--- src/rtl/msrv_32_wb_pkg.sv ---
// ---------------------------------------------------------------------------
// msrv_32_wb_pkg
// Shared definitions for the MSRV32 stage-3 (writeback) controller:
//   - writeback mux select encodings (wb_sel_e)
//   - writeback controller state encoding (wb_state_e)
//   - default load timeout and timeout counter width
// ---------------------------------------------------------------------------
package msrv_32_wb_pkg;

  typedef enum logic [2:0] {
    WB_ALU     = 3'b000,
    WB_LU      = 3'b001,
    WB_IMM     = 3'b010,
    WB_IADDER  = 3'b011,
    WB_CSR     = 3'b100,
    WB_PC_PLUS = 3'b101
  } wb_sel_e;

  typedef enum logic [1:0] {
    IDLE      = 2'd0,
    WB        = 2'd1,
    LOAD_WAIT = 2'd2,
    FAULT     = 2'd3
  } wb_state_e;

  localparam int unsigned DEFAULT_LOAD_TIMEOUT = 15;
  localparam int unsigned DEFAULT_TO_W         = 8;

endpackage

--- src/rtl/msrv_32_wb_timeout_ctr.sv ---
// ---------------------------------------------------------------------------
// msrv_32_wb_timeout_ctr
// Saturating cycle counter used to bound the time spent waiting for a
// data-memory response.
// Ports:
//   clk_i      core clock
//   rst_n_i    asynchronous active-low reset
//   clr_i      synchronous clear (wins over enable)
//   en_i       count one cycle
//   expired_o  high while the count equals LOAD_TIMEOUT-1
// ---------------------------------------------------------------------------
module msrv_32_wb_timeout_ctr
  import msrv_32_wb_pkg::*;
#(
  parameter int unsigned LOAD_TIMEOUT = DEFAULT_LOAD_TIMEOUT,
  parameter int unsigned TO_W         = DEFAULT_TO_W
) (
  input  logic clk_i,
  input  logic rst_n_i,
  input  logic clr_i,
  input  logic en_i,
  output logic expired_o
);

  localparam logic [TO_W-1:0] LAST_CNT = TO_W'(LOAD_TIMEOUT - 1);

  logic [TO_W-1:0] count_q;
  logic [TO_W-1:0] count_d;

  always_comb begin
    count_d = count_q;
    if (clr_i) begin
      count_d = '0;
    end else if (en_i && (count_q != '1)) begin
      // Saturate at all-ones so a held enable can never wrap back to 0.
      count_d = count_q + TO_W'(1);
    end
  end

  always_ff @(posedge clk_i or negedge rst_n_i) begin
    if (!rst_n_i) begin
      count_q <= '0;
    end else begin
      count_q <= count_d;
    end
  end

  assign expired_o = (count_q == LAST_CNT);

endmodule

--- src/rtl/msrv_32_wb_ctrl_unit.sv ---
// ---------------------------------------------------------------------------
// msrv_32_wb_ctrl_unit
// Stage-3 (writeback) controller for the MSRV32 core. Captures the decoded
// writeback controls from stage 2, drives the writeback mux select and the
// register-file / CSR write strobes, holds the pipeline while a load waits
// for its data-memory response (with timeout), and kills writeback on flush.
// Ports:
//   ms_riscv32_mp_clk_in    core clock
//   ms_riscv32_mp_rst_n_in  asynchronous active-low reset
//   valid_in                stage-2 instruction valid
//   wb_mux_sel_in[2:0]      writeback select from decode
//   rd_addr_in[4:0]         destination register
//   rf_wr_en_in             instruction writes the register file
//   csr_wr_en_in            instruction writes a CSR
//   is_load_in              instruction is a load
//   dmem_ack_in             load data valid this cycle
//   flush_in                trap/redirect, kills stage 3
//   wb_mux_sel_reg_out[2:0] registered writeback select
//   rd_addr_reg_out[4:0]    registered destination register
//   rf_wr_en_out            register-file write strobe
//   csr_wr_en_out           CSR write strobe
//   stall_out               hold stages 1-2
//   load_fault_out          one-cycle load timeout pulse
// ---------------------------------------------------------------------------
module msrv_32_wb_ctrl_unit
  import msrv_32_wb_pkg::*;
#(
  parameter int unsigned LOAD_TIMEOUT = DEFAULT_LOAD_TIMEOUT,
  parameter int unsigned TO_W         = DEFAULT_TO_W
) (
  input  logic       ms_riscv32_mp_clk_in,
  input  logic       ms_riscv32_mp_rst_n_in,
  input  logic       valid_in,
  input  logic [2:0] wb_mux_sel_in,
  input  logic [4:0] rd_addr_in,
  input  logic       rf_wr_en_in,
  input  logic       csr_wr_en_in,
  input  logic       is_load_in,
  input  logic       dmem_ack_in,
  input  logic       flush_in,
  output logic [2:0] wb_mux_sel_reg_out,
  output logic [4:0] rd_addr_reg_out,
  output logic       rf_wr_en_out,
  output logic       csr_wr_en_out,
  output logic       stall_out,
  output logic       load_fault_out
);

  wb_state_e   state_q, state_d;
  logic [2:0]  sel_q;
  logic [4:0]  rd_q;
  logic        rf_en_q;
  logic        csr_en_q;
  logic        accept;
  logic        expired;
  logic        rd_nonzero;

  assign rd_nonzero = (rd_q != 5'd0);

  // Counter is held at zero outside LOAD_WAIT, so it always starts from 0 on
  // entry; a flush clears it immediately.
  msrv_32_wb_timeout_ctr #(
    .LOAD_TIMEOUT(LOAD_TIMEOUT),
    .TO_W        (TO_W)
  ) u_timeout_ctr (
    .clk_i    (ms_riscv32_mp_clk_in),
    .rst_n_i  (ms_riscv32_mp_rst_n_in),
    .clr_i    ((state_q != LOAD_WAIT) || flush_in),
    .en_i     (state_q == LOAD_WAIT),
    .expired_o(expired)
  );

  always_comb begin
    state_d        = state_q;
    stall_out      = 1'b0;
    rf_wr_en_out   = 1'b0;
    csr_wr_en_out  = 1'b0;
    load_fault_out = 1'b0;
    accept         = 1'b0;

    unique case (state_q)
      IDLE: begin
      end
      WB: begin
        rf_wr_en_out  = rf_en_q & rd_nonzero & ~flush_in;
        csr_wr_en_out = csr_en_q & ~flush_in;
      end
      LOAD_WAIT: begin
        stall_out    = 1'b1;
        rf_wr_en_out = dmem_ack_in & rd_nonzero & ~flush_in;
        // An ack in the timeout cycle still completes the load.
        if (dmem_ack_in) begin
          state_d = IDLE;
        end else if (expired) begin
          state_d = FAULT;
        end
      end
      FAULT: begin
        stall_out      = 1'b1;
        load_fault_out = ~flush_in;
        state_d        = IDLE;
      end
      default: begin
        state_d = IDLE;
      end
    endcase

    accept = valid_in & ~stall_out & ~flush_in;

    // IDLE and WB both accept; WB allows back-to-back issue.
    if ((state_q == IDLE) || (state_q == WB)) begin
      if (accept) begin
        state_d = is_load_in ? LOAD_WAIT : WB;
      end else begin
        state_d = IDLE;
      end
    end

    if (flush_in) begin
      state_d = IDLE;
    end
  end

  always_ff @(posedge ms_riscv32_mp_clk_in or negedge ms_riscv32_mp_rst_n_in) begin
    if (!ms_riscv32_mp_rst_n_in) begin
      state_q  <= IDLE;
      sel_q    <= WB_ALU;
      rd_q     <= 5'd0;
      rf_en_q  <= 1'b0;
      csr_en_q <= 1'b0;
    end else begin
      state_q <= state_d;
      // Captured fields hold their value when nothing is accepted.
      if (accept) begin
        sel_q    <= wb_mux_sel_in;
        rd_q     <= rd_addr_in;
        rf_en_q  <= rf_wr_en_in;
        csr_en_q <= csr_wr_en_in;
      end
    end
  end

  assign wb_mux_sel_reg_out = sel_q;
  assign rd_addr_reg_out    = rd_q;

endmodule

--- config.mk ---
export PLATFORM = sky130hd
export DESIGN_NAME = msrv_32_wb_ctrl_unit
export DESIGN_NICKNAME = d
export VERILOG_FILES = /design/src/rtl/msrv_32_wb_pkg.sv /design/src/rtl/msrv_32_wb_timeout_ctr.sv /design/src/rtl/msrv_32_wb_ctrl_unit.sv
export SDC_FILE = /design/constraint.sdc
export NUM_CORES = 1
export LEC_CHECK = 0
export BUFFER_PORTS_ARGS = -buffer_cell sky130_fd_sc_hd__buf_4
export CORE_MARGIN = 1
export CORE_UTILIZATION = 52
export CTS_CLUSTER_SIZE = 25
export DETAILED_ROUTE_END_ITERATION = 10
export PLACE_DENSITY = 0.78
export SYNTH_ARGS = -nofsm -noshare
export SYNTH_HDL_FRONTEND = slang
export SYNTH_HIERARCHICAL = 1
export SYNTH_SLANG_ARGS = --single-unit
export TNS_END_PERCENT = 30
--- constraint.sdc ---
create_clock -name ms_riscv32_mp_clk_in -period 2.45 [get_ports ms_riscv32_mp_clk_in]
set_input_delay 0.735 -clock ms_riscv32_mp_clk_in [delete_from_list [all_inputs] [get_ports ms_riscv32_mp_clk_in]]
set_output_delay 0.735 -clock ms_riscv32_mp_clk_in [all_outputs]
set_load 0.02 [all_outputs]
==> results.yml <==
setup_path:
  cp_top_family: "flip-flops"
  r2r-start: "state_q[1]"
  crit_type: "reg -> out"
  cp.arrival_ns: 1.63
  critPathBufInv: 2
  worstPathCellList: "inv_1, ha_4, mux2i_1, nor4b_2, buf_4"
  r2r_cells: 5
  worstPathRequired_ns: 1.71
  max_stage_delay_ns: 0.44
  worstSetupStartpointType: "flip-flop"
  slowest_stage: "dfrtp_1"
  critPathCaptureType: "primary output"
  regToRegSetupSlack_ns: 0.49
  cp_max_fo: 7
  r2r_end: "state_q[1]"
clocking:
  insertion_delay_ns: 0.31
  hold_buffers: 0
  clock_path_buffers: 2
  cts_tree: "yes"
  h-tree-depth: 1
  numCtsBuffers: 3
  root_buffer: "clkbuf_4"
  clk_pin_slew_worst_paths_ns: 0.12
  cts.sinks: 20
global_routing:
  grt_first_pass_wirelength_um: 4600
  antenna_found_initial: 0
  grt_max_degree: 21
  grt_pass1_vias: 1018
  track_usage_pct: 24.6
  gr-total-overflow: 0
route:
  viasPerCell: 5.71
  drtAntennaViolNets: 0
  wl_um: 2680
  routedWlPerCell_um: 14.6
  num_vias: 1051
  drt_iter0_markers: 25
  drc_errors: 0
  drtPass1Iterations: 4
cells_and_area:
  area_delta_synth_final_pct: 23.9
  num_antenna_cells: 0
  final_area_um2: 1480
  layout.nets: 181
  drive_above_1_share_pct: 29.3
run:
  cap_violations: 0
synth:
  syn-cell-area_um2: 1190
  yosys_warnings: 6
  synth_seq_cells: 20
  ys_types: 39
  synth_commonest_cells: "35 x nand2_1, 20 x dfrtp_1, 8 x nor2_1"
  yosysMostFrequentCell: "nand2_1"
  synth_top_area_share_pct: 41.9
  ys_seq_area_share_pct: 41.9
  syn_nets: 151
  synth_top_cell_by_area: "dfrtp_1"
  async_flop_share_pct: 100
  synth_flop_cell: "dfrtp_1"
  synthCells: 128
  synthTopCellsByArea: "dfrtp_1 42%, nand2_1 11%, ha_1 7.3%"
  syn_area_per_cell_um2: 9.33
  synth_edf_count: 0
die:
  die_x_um: 49.9
  rows: 16
  ios: 28
  die_y_um: 49.9
  core_um2: 2060
  initial_core_util_pct: 57.9
  dieArea_um2: 2490
sta:
  setup-tns-final_ns: 0
  fin_ws_ns: 0.0884
  whs_ns: 0.276
  worst_pin_slew_ns: 0.499
  skew_ns: 0.00833
  setup_viol: 0
  rsz0062_at_grt: "no"
  period_share_pct: 96.4
  slew_violations: 0
  max_slew_margin_pct: 66.7
  hold_violations: 0
  min_period_ns: 2.36
  fmax_mhz: 423
power:
  pwr-share-comb_pct: 37.1
  p_int_w: 0.000642
  power.share.sequential_pct: 43.1
  peakVddDrop_v: 0.000481
  power.leakage_nw: 0.730
  switching_power_w: 0.000352
  clkPwrFrac_pct: 19.8
  power_density_nw_per_um2: 673
  switching_share_pct: 35.4
  power_w: 0.000995
placed_design:
  dp_worst_setup_slack_ns: 0.317
  gp_congestion: 0.878
  portBuffers: 27
  dp_hpwl_um: 1990
  dpl_cell_area_um2: 1430
status:
  status: "finished clean"
worst_hold_path:
  hold_class: "in -> async"
==> flip-flops by register name (all words and copies together) (netlist names) <==
name	cells
u_timeout_ctr/count_q	8
rd_addr_reg_out	5
wb_mux_sel_reg_out	3
state_q	2
csr_en_q	1
rf_en_q	1
==> worst max path at each step <==
stage,start,end,slack (ns),cells past startpoint
final,state_q[0],rf_wr_en_out,0.09,5
after global routing,rd_addr_reg_out[0],rf_wr_en_out,0.01,4
after CTS,state_q[0],rf_wr_en_out,0.03,5
after detailed placement,state_q[0],rf_wr_en_out,0.32,5
after global placement,flush_in,state_q[0],0.37,4
after floorplan,state_q[0],rf_wr_en_out,0.19,4
==> layout make-up <==
class                   instances  area [µm²]
fillers                       171         583
multi-input cells              99         668
inverters                       4        15.0
clock buffers                   4        36.3
flip-flops and latches         20         500
repair buffers                 30         225
well taps                      27        33.8
==> cell families (layout without fill, tap and decap cells) <==
kind of cell,Yosys count,count (layout),synth area share (%)
buffers and inverters,9,38,3.67
adder cells (fa/ha/maj),7,7,7.34
AO/OA/AOI/OAI,15,15,9.75
multiplexers,6,6,6.50
flip-flops,20,20,41.9
AND/OR/NAND/NOR,71,71,30.8
==> repair_timing <==
item | 4_1_cts | 5_1_grt
pin swaps | 0 | 0
setup endpoints to repair | 1 | 1
gates resized for setup | 1 | 1
hold endpoints to repair | 0 | 0
setup buffers | 0 | 0
==> routing by layer <==
metal  up-vias  global-route usage, %  wire (µm)
met5         -                      0          0
met4         0                   11.4         62
met3         9                   4.32        143
met2        35                   40.1       1350
met1       501                   31.5       1130
li1        506                      -          -
==> cell usage in the layout, fill, tap and decap left out, drive strengths merged, types with 2 or more instances in the layout <==
cell and instances:
ha 7, mux2 5, and3 3, nand3 3, inv 4, a211oi 3
nor4 2, dfrtp 20, o21ai 2, a41oi 2, buf 30, nand2b 3
clkbuf 4, or4 2, nand2 35, nor2 8, nor3 4, a21oi 3
nor4b 3, nor2b 2
==> worst reg2reg max path, cell delays in order, from the launching register on <==
cell,delay [ns]
dfrtp_1,0.48
inv_1,0.09
ha_1,0.23
or4_4,0.52
o2bb2a_4,0.25
mux2_4,0.29
==> power by group through the flow <==
stage	sequential [W]	clock, W	combinational [W]
floorplan	0.000469	0	0.000176
global placement	0.000428	0	0.000353
detailed placement	0.000433	0	0.000364
CTS	0.000427	0.000197	0.000366
global route	0.000435	0.000210	0.000405
finish	0.000429	0.000197	0.000369
==> per-stage QoR <==
| stage | instances | utilization, % |
|---|---|---|
| after detailed placement | 180 | 69.4 |
| after floorplan | 128 | - |
| after CTS | 184 | 71.2 |
| final | 184 | 71.7 |
| after global placement | 180 | 69.4 |
| after global routing | 184 | 71.7 |
Note: power is estimated with default switching activity, not from simulation.
